## src/rtl/mult_calc_pkg.sv

```systemverilog
// Shared state encoding and sizing defaults for the signed-multiply calculator path.
package mult_calc_pkg;

  localparam int DEF_IN_W       = 8;
  localparam int DEF_BCD_DIGITS = 5;
  localparam int DEF_WIN_DIGITS = 4;

  typedef enum logic [2:0] {
    ST_IDLE    = 3'd0,
    ST_MULT    = 3'd1,
    ST_RELEASE = 3'd2,
    ST_CONV    = 3'd3,
    ST_SHOW    = 3'd4
  } state_e;

  function automatic int win_pos_max(input int bcd_digits, input int win_digits);
    return bcd_digits - win_digits;
  endfunction

  function automatic int win_pos_width(input int bcd_digits, input int win_digits);
    int m;
    m = win_pos_max(bcd_digits, win_digits);
    return (m < 1) ? 1 : $clog2(m + 1);
  endfunction

endpackage

```

## src/rtl/bcd_seq_conv.sv

```systemverilog
// Iterative double-dabble: one binary bit per cycle, MSB first, BIN_W cycles per load.
module bcd_seq_conv
  import mult_calc_pkg::*;
#(
  parameter int BIN_W  = 16,
  parameter int DIGITS = DEF_BCD_DIGITS
) (
  input  logic                  clk,
  input  logic                  rst,
  input  logic                  load,
  input  logic [BIN_W-1:0]      bin,
  output logic [4*DIGITS-1:0]   bcd,
  output logic                  done
);

  localparam int BW = 4 * DIGITS;
  localparam int CW = $clog2(BIN_W + 1);

  logic [BIN_W-1:0] sh_q, sh_d;
  logic [BW-1:0]    bcd_q, bcd_d;
  logic [CW-1:0]    cnt_q, cnt_d;
  logic [BW-1:0]    adj_s;

  function automatic logic [BW-1:0] dd_adjust(input logic [BW-1:0] v);
    logic [BW-1:0] r;
    r = v;
    for (int i = 0; i < DIGITS; i++) begin
      if (v[4*i +: 4] >= 4'd5) r[4*i +: 4] = v[4*i +: 4] + 4'd3;
      else                      r[4*i +: 4] = v[4*i +: 4];
    end
    return r;
  endfunction

  assign adj_s = dd_adjust(bcd_q);

  // Load restarts the conversion; otherwise shift while bits remain.
  always_comb begin
    sh_d  = sh_q;
    bcd_d = bcd_q;
    cnt_d = cnt_q;
    if (load) begin
      sh_d  = bin;
      bcd_d = '0;
      cnt_d = CW'(BIN_W);
    end else if (cnt_q != '0) begin
      bcd_d = (adj_s << 1) | BW'(sh_q[BIN_W-1]);
      sh_d  = sh_q << 1;
      cnt_d = cnt_q - CW'(1);
    end else begin
      cnt_d = cnt_q;
    end
  end

  always_ff @(posedge clk) begin
    if (rst) begin
      sh_q  <= '0;
      bcd_q <= '0;
      cnt_q <= '0;
    end else begin
      sh_q  <= sh_d;
      bcd_q <= bcd_d;
      cnt_q <= cnt_d;
    end
  end

  // done marks the cycle whose closing edge performs the final shift.
  assign done = (cnt_q == CW'(1)) && !load;
  assign bcd  = bcd_q;

endmodule

```

## src/rtl/mult_display_sequencer.sv

```systemverilog
// Sequencer: operands to sign/magnitude, multiplier handshake, BCD conversion, scrollable display window.
module mult_display_sequencer
  import mult_calc_pkg::*;
#(
  parameter int IN_W       = DEF_IN_W,
  parameter int BCD_DIGITS = DEF_BCD_DIGITS,
  parameter int WIN_DIGITS = DEF_WIN_DIGITS,
  localparam int POS_W     = win_pos_width(BCD_DIGITS, WIN_DIGITS)
) (
  input  logic                    clk,
  input  logic                    rst,
  input  logic                    go,
  input  logic [IN_W-1:0]         a,
  input  logic [IN_W-1:0]         b,
  input  logic                    scroll_left,
  input  logic                    scroll_right,
  output logic                    mult_start,
  output logic [IN_W-1:0]         mult_multiplier,
  output logic [IN_W-1:0]         mult_multiplicand,
  input  logic [2*IN_W-1:0]       mult_product,
  input  logic                    mult_done,
  output logic                    busy,
  output logic                    valid,
  output logic                    negative,
  output logic [POS_W-1:0]        win_pos,
  output logic [4*WIN_DIGITS-1:0] window
);

  localparam int PW      = 2 * IN_W;
  localparam int WW      = 4 * WIN_DIGITS;
  localparam int POS_MAX = win_pos_max(BCD_DIGITS, WIN_DIGITS);

  state_e                state_q, state_d;
  logic [IN_W-1:0]       mag_a_q, mag_a_d, mag_b_q, mag_b_d;
  logic                  sign_q, sign_d;
  logic [PW-1:0]         prod_q, prod_d;
  logic [POS_W-1:0]      pos_q, pos_d;
  logic                  accept_go_s, rel_exit_s, conv_done_s;
  logic [4*BCD_DIGITS-1:0] conv_bcd_s;

  // Two's complement magnitude; the most negative value maps to its unsigned magnitude.
  function automatic logic [IN_W-1:0] magnitude(input logic [IN_W-1:0] v);
    return v[IN_W-1] ? (~v + IN_W'(1)) : v;
  endfunction

  assign accept_go_s = go && ((state_q == ST_IDLE) || (state_q == ST_SHOW));
  assign rel_exit_s  = (state_q == ST_RELEASE) && !mult_done;

  // A load on go clears the BCD register; the load on RELEASE exit starts the real conversion.
  bcd_seq_conv #(.BIN_W(PW), .DIGITS(BCD_DIGITS)) u_conv (
    .clk  (clk),
    .rst  (rst),
    .load (accept_go_s || rel_exit_s),
    .bin  (prod_q),
    .bcd  (conv_bcd_s),
    .done (conv_done_s)
  );

  always_ff @(posedge clk) begin
    if (rst) begin
      state_q <= ST_IDLE;
      mag_a_q <= '0;
      mag_b_q <= '0;
      sign_q  <= 1'b0;
      prod_q  <= '0;
      pos_q   <= '0;
    end else begin
      state_q <= state_d;
      mag_a_q <= mag_a_d;
      mag_b_q <= mag_b_d;
      sign_q  <= sign_d;
      prod_q  <= prod_d;
      pos_q   <= pos_d;
    end
  end

  always_comb begin
    state_d = state_q;
    case (state_q)
      ST_IDLE, ST_SHOW: if (go) state_d = ST_MULT; else state_d = state_q;
      ST_MULT:          if (mult_done) state_d = ST_RELEASE; else state_d = state_q;
      ST_RELEASE:       if (!mult_done) state_d = ST_CONV; else state_d = state_q;
      ST_CONV:          if (conv_done_s) state_d = ST_SHOW; else state_d = state_q;
      default:          state_d = ST_IDLE;
    endcase
  end

  // Operand capture, product latch and window position.
  always_comb begin
    mag_a_d = mag_a_q;
    mag_b_d = mag_b_q;
    sign_d  = sign_q;
    prod_d  = prod_q;
    pos_d   = pos_q;
    if (accept_go_s) begin
      mag_a_d = magnitude(a);
      mag_b_d = magnitude(b);
      sign_d  = a[IN_W-1] ^ b[IN_W-1];
      pos_d   = '0;
    end else if ((state_q == ST_MULT) && mult_done) begin
      prod_d = mult_product;
    end else if (state_q == ST_SHOW) begin
      if (scroll_left && !scroll_right && (pos_q < POS_W'(POS_MAX)))
        pos_d = pos_q + POS_W'(1);
      else if (scroll_right && !scroll_left && (pos_q != '0))
        pos_d = pos_q - POS_W'(1);
      else
        pos_d = pos_q;
    end else begin
      pos_d = pos_q;
    end
  end

  always_comb begin
    mult_start = 1'b0;
    busy       = 1'b0;
    valid      = 1'b0;
    case (state_q)
      ST_MULT:    begin mult_start = 1'b1; busy = 1'b1; end
      ST_RELEASE: busy  = 1'b1;
      ST_CONV:    busy  = 1'b1;
      ST_SHOW:    valid = 1'b1;
      default:    valid = 1'b0;
    endcase
  end

  assign mult_multiplicand = mag_a_q;
  assign mult_multiplier   = mag_b_q;
  assign win_pos           = pos_q;
  assign negative          = valid && sign_q && (prod_q != '0);
  assign window            = valid ? conv_bcd_s[int'(pos_q)*4 +: WW] : '0;

endmodule

```

## config.mk

```make
export PLATFORM = sky130hd
export DESIGN_NAME = mult_display_sequencer
export DESIGN_NICKNAME = d
export VERILOG_FILES = /design/src/rtl/mult_calc_pkg.sv /design/src/rtl/bcd_seq_conv.sv /design/src/rtl/mult_display_sequencer.sv
export SDC_FILE = /design/constraint.sdc
export NUM_CORES = 1
export LEC_CHECK = 0
export BUFFER_PORTS_ARGS = -buffer_cell sky130_fd_sc_hd__buf_2
export CAP_MARGIN = 20
export CELL_PAD_IN_SITES_DETAIL_PLACEMENT = 1
export CELL_PAD_IN_SITES_GLOBAL_PLACEMENT = 2
export CORE_MARGIN = 2
export CORE_UTILIZATION = 25
export CTS_BUF_LIST = sky130_fd_sc_hd__clkbuf_4
export DETAILED_ROUTE_END_ITERATION = 6
export MAX_ROUTING_LAYER = met4
export PLACE_DENSITY_LB_ADDON = 0.25
export SLEW_MARGIN = 30
export SYNTH_ARGS = -nofsm -noshare
export SYNTH_HDL_FRONTEND = slang
export SYNTH_SLANG_ARGS = --single-unit
```

## constraint.sdc

```tcl
create_clock -name clk -period 3.1 [get_ports clk]
set_input_delay 0.93 -clock clk [delete_from_list [all_inputs] [get_ports clk]]
set_output_delay 0.93 -clock clk [all_outputs]
set_load 0.03 [all_outputs]
```

**Yosys cells after proc, flatten, opt, wreduce, memory -nomap -nowiden**

Cells that the tools add are included.

- Output and inout bits: 37
- Input port bits: 38
- Logic and storage cells: 92
- Memories: 0
- Bits in latches: 0
- Register bits after elaboration: 78
- RAM bits: 0
- Bits in read-only memories: 0

- $mul: 0
- Bitwise logic cells: 6
- Divide/modulo/power cells: 0
- Shifts and indexed selects: 1
- $lt $le $gt $ge: 6
- Reductions and logical operators: 28
- Muxes and demuxes: 22
- Equality and inequality tests: 9
- Add/subtract/negate cells: 10

Operator list:

| cell | count |
|---|---|
| 16-bit two-way mux | 3 |
| 4-bit by 3-bit >= comparator with 1-bit output, second input constant | 5 |
| 20-bit by 1-bit bitwise OR with 20-bit output | 1 |
| 20-bit by 4-bit indexed part select with 16-bit output | 1 |
| 4-bit by 2-bit adder with 4-bit output, second input constant | 4 |
| 8-bit by 1-bit adder with 8-bit output, second input constant | 2 |
| 4-bit two-way mux | 4 |
| 8-bit two-way mux | 2 |
| 8-bit NOT | 2 |
| 16-bit nonzero test | 1 |
| 3-bit two-way mux | 5 |
| 3-bit one-hot mux with 4 select lines | 1 |
| 1-bit logical AND | 10 |
| 5-bit two-way mux | 2 |
| 2-bit inequality test, second input constant | 4 |
| 3-bit by 2-bit == test with 1-bit output, second input constant | 2 |
| 2-bit OR reduction | 3 |
| 5-bit by 1-bit == test with 1-bit output, second input constant | 1 |
| 1-bit two-way mux | 5 |
| 5-bit nonzero test | 1 |
| 5-bit by 1-bit subtractor with 5-bit output, second input constant | 1 |
| 1-bit zero test | 4 |
| 4-bit AND reduction | 1 |
| 2-bit nonzero test | 2 |
| 13 further kinds | 15 |

**Logic depth before layout (Yosys ltp)**

- Word-level depth: 8
- Depth in mapped cells: 8
- Mapped depth without buffers: 6

**Hierarchy**

Synthesis repeated with hierarchy kept, for this count alone.

- Cell total of the unflattened synthesis: 480
- Area, all modules: 4135.2 um^2

Modules (own cells, without submodules):

| module | area each (um^2) | seq. area each (um^2) | cells an instance | instances |
|---|---|---|---|---|
| bcd_seq_conv | 2119.5 | 820.8 | 238 | 1 |
| mult_display_sequencer | 2015.7 | 740.7 | 242 | 1 |

**Worst setup path before layout**

No wires, ideal clock.

- Path type: register to output
- From: register state_q[0]
- To: output window[10]
- Setup slack: 0.609 ns
- Cell stages (with the launch flop): 6
- Arrival: 1.561 ns
- Cells stage by stage: dfxtp_1 buf_4 or3b_1 buf_2 buf_2 nor2_1

- Longest elaborated chain between the ends: 3

RTL lines:

| item | RTL line | RTL |
|---|---|---|
| start: declaration | mult_display_sequencer.sv:33 | `state_e state_q, state_d;` |
| start signal: assignment | mult_display_sequencer.sv:68 | `state_q <= state_d;` |
| 3-bit == test | mult_display_sequencer.sv:118 | `case (state_q)` |
| 1-bit two-way mux | mult_display_sequencer.sv:118 |  |
| 16-bit two-way mux | mult_display_sequencer.sv:131 | `assign window = valid ? conv_bcd_s[int'(pos_q)*4 +: WW] : '0;` |
| end: declaration | mult_display_sequencer.sv:26 | `output logic [4*WIN_DIGITS-1:0] window` |

No other way between the ends.

**Final worst setup path**

- From: register state_q[2]
- To: output negative

- Longest elaborated chain between the ends: 4

RTL lines:

| item | RTL line | RTL |
|---|---|---|
| 3-bit == test | mult_display_sequencer.sv:118 |  |
| 1-bit two-way mux | mult_display_sequencer.sv:118 |  |
| 1-bit logical AND (2 in a row) | mult_display_sequencer.sv:130 | `assign negative = valid && sign_q && (prod_q != '0);` |
| end: declaration | mult_display_sequencer.sv:24 | `output logic negative,` |

No other way between the ends.

==> summary.txt <==
Finish
  • Sequential Area: 1560 sq um
  • Fraction of layout cells with a size suffix above 1: 22.5%
  • # fillers: 1991
  • Synth-to-layout area growth: 16.4%
  • Fin nets: 613
  • Multi-input gate area: 2310 sq um
  • Final design utilization: 29.9%
  • Final Instance Area: 4780 sq um

Placed design
  • Post-DP HPWL: 8.22 mm
  • Placer congestion estimate: 0.708
  • DP Area: 4650 sq um
  • IO Port Bufs: 74

Detailed routing
  • Final WL: 11.4 mm
  • Post-route DRC: 0
  • Drt wl/cell: 14.5 microns
  • Initial DRT Pass Iterations: 4
  • Detailed Route Iter0 Violations: 105
  • Via-per-instance ratio: 4.68
  • Via count: 3668
  • Post-DRT Antenna Nets: 0

Power and ir drop
  • PD cells: 600 nW/um^2
  • LEAKAGE: 1.76 nW
  • Peak VDD IR: 0.233 mV

Critical path
  • Worst Path Arrival: 1.97 ns
  • Critical path type: reg -> out
  • Crit. End Element: primary output
  • Worst Path Required: 2.17 ns
  • Critical-path maximum fanout: 19
  • CP Launch Type: flip-flop

Yosys
  • Count of cell types in the netlist: 48
  • Post-synthesis mux area share: 5.76%
  • Syn Inst Count: 500
  • Register area share after synthesis: 38.0%
  • Async S/R FF share, synth: 0%
  • Adder-Cell Fraction of Synth Area: 4.26%
  • Synth Area in Compound Gates: 20.4%
  • Post-synth top flop: dfxtp_1
  • Avg Synthesized Cell Area: 8.22 sq um
  • Top-area cell type share of the netlist area: 38.0%
  • Synth top cells by count: 83 x nand2_1, 78 x dfxtp_1, 65 x nor2_1
  • Synth Cell Area: 4110 sq um
  • Largest family of logic cells by synthesized area: simple AND/OR/NAND/NOR gates
  • Simple-gate share of the synthesized area: 22.0%
  • Cell with the most instances after synthesis: nand2_1
  • Post-synth EDFFs: 0
  • YS warnings: 0
  • Synthesized Nets: 552
  • Area leader, netlist: dfxtp_1
  • Synth top area cells: dfxtp_1 38%, nand2_1 7.6%, a21oi_1 6.5%
  • Flop and latch count out of synthesis: 78
  • Post-Synth XOR/XNOR Area: 3.62%

Outcome
  • Status: complete, no violations

Timing
  • Final hold vios: 0
  • Min Tclk post-route: 2.90 ns
  • Clock Skew: 0.0127 ns
  • Count of pins over their slew limit: 0
  • Hold WS: 0.462 ns
  • Max_slew headroom: 54.0%
  • Final setup violation count: 0
  • Worst-Margin Slew: 0.690 ns
  • Setup TNS: 0 ns
  • RSZ-0062 raised after global routing: no
  • Final Cycle Share: 93.5%
  • Fmax: 0.345 GHz

Die
  • # IOs: 75
  • Std-Cell Rows: 46
  • Total die area: 17500 sq um
  • Die width: 132 microns
  • DIE HEIGHT: 132 microns
  • Core Region: 16000 sq um
  • Starting Density: 25.7%

CTS
  • Clock Pin Slew Worst Setup and Hold Paths: 0.12 ns
  • Maximum root-to-sink buffer count: 2
  • Postcts setup bufs: 0
  • CTS tree: yes
  • PostCTS Resize Cnt: 2
  • Clk sinks: 78
  • Worst-Skew Late Latency: 0.46 ns
  • Number of H-tree levels: 3
  • Root Buffer: clkbuf_4
  • Hold Buf Count CTS: 0
  • Cts bufs inserted: 9

Global routing
  • Grt total ovfl: 0
  • Vias in the first global route: 3912
  • Largest net degree at the start of global routing: 33
  • Initial antenna violation count: 2
  • Global-route wire length before repair: 19.5 mm
  • GRT Total Usage: 14.1%

Flow run
  • Max-cap violation count: 0

Hold path
  • Worst min-delay path class: reg -> reg
## cell families (layout without fill, tap and decap cells)
group,Yosys count,in the layout
AO/OA/AOI/OAI,122,122
XOR/XNOR,17,17
adder cells (fa/ha/maj),14,14
buffers and inverters,53,118
flip-flops,78,78
multiplexers,23,23
other,0,3
AND/OR/NAND/NOR,193,193
## stage by stage
stage	worst slack (ns)	std cells	total power, mW
global route	0.0920	784	3.11
finish	0.202	784	2.87
floorplan	0.609	500	2.01
global placement	0.505	766	2.28
CTS	0.160	781	2.92
detailed placement	0.408	766	2.31
## layout by cell type, fill, tap and decap left out, types with 3 or more instances in the layout
master    synthesis  layout
nand2_1          83      83
dfxtp_1          78      78
buf_2            13      74
nor2_1           65      65
a21oi_1          53      53
o21ai_0          26      26
inv_1            19      19
mux2i_1          18      18
a311oi_2         15      15
ha_1             14      14
a211oi_1         13      13
xnor2_1          10      10
clkbuf_4          0       9
buf_4             7       9
xor2_1            7       7
nand2b_1          6       6
mux2_2            5       5
nand3_1           5       5
nor4_1            4       4
or3_1             4       4
o31ai_1           4       4
nor3b_1           4       4
diode_2           0       3
nand4_1           3       3
nor3_1            3       3
clkinv_1          0       3
## final timing paths
path                            cells past startpoint  slack (ns)                    to                 start
worst min-delay path                                2        0.46  mult_multiplicand[0]  mult_multiplicand[0]
worst max register to register                      7        1.19       u_conv.sh_q[15]       u_conv.cnt_q[0]
worst min register to register                      2        0.46  mult_multiplicand[0]  mult_multiplicand[0]
worst max-delay path                                4        0.20              negative            state_q[2]
## report_power, final
group | internal, mW | switching (mW) | leakage [nW] | total [mW]
Combinational | 0.349 | 0.680 | 1.06 | 1.03
Clock | 0.232 | 0.377 | 0.0643 | 0.609
Sequential | 1.12 | 0.110 | 0.637 | 1.23
Total | 1.70 | 1.17 | 1.76 | 2.87
## sequential cells by signal, indices dropped and copies added, names as in the netlist
| register | flops |
|---|---|
| u_conv.sh_q | 16 |
| sign_q | 1 |
| u_conv.bcd | 20 |
| state_q | 3 |
| win_pos | 1 |
| mult_multiplier | 8 |
| mult_multiplicand | 8 |
| prod_q | 16 |
| u_conv.cnt_q | 5 |
## per-layer routing
layer	global-route usage, %	wire length (microns)	up-vias
met2	23.3	5460	53
met3	3.34	342	15
met4	4.78	202	0
li1	-	-	1838
met1	17.0	5370	1762
met5	-	0	-
## area by class of cell
cell class,instances,share of cell area [%]
Antenna cell,3,0.157
Clock buffer,9,1.41
Clock inverter,6,1.13
Inverter,20,1.60
Multi-Input combinational cell,369,48.2
Sequential cell,78,32.7
Tap cell,216,5.65
Timing Repair Buffer,83,9.16
## critical path, stage by stage (launching register included)
cell and delay, ns:
dfxtp_1 0.49, or3b_4 0.54, clkinv_2 0.11, and3_1 0.17
buf_2 0.20
No activity file was read; power rests on OpenSTA's default activity.
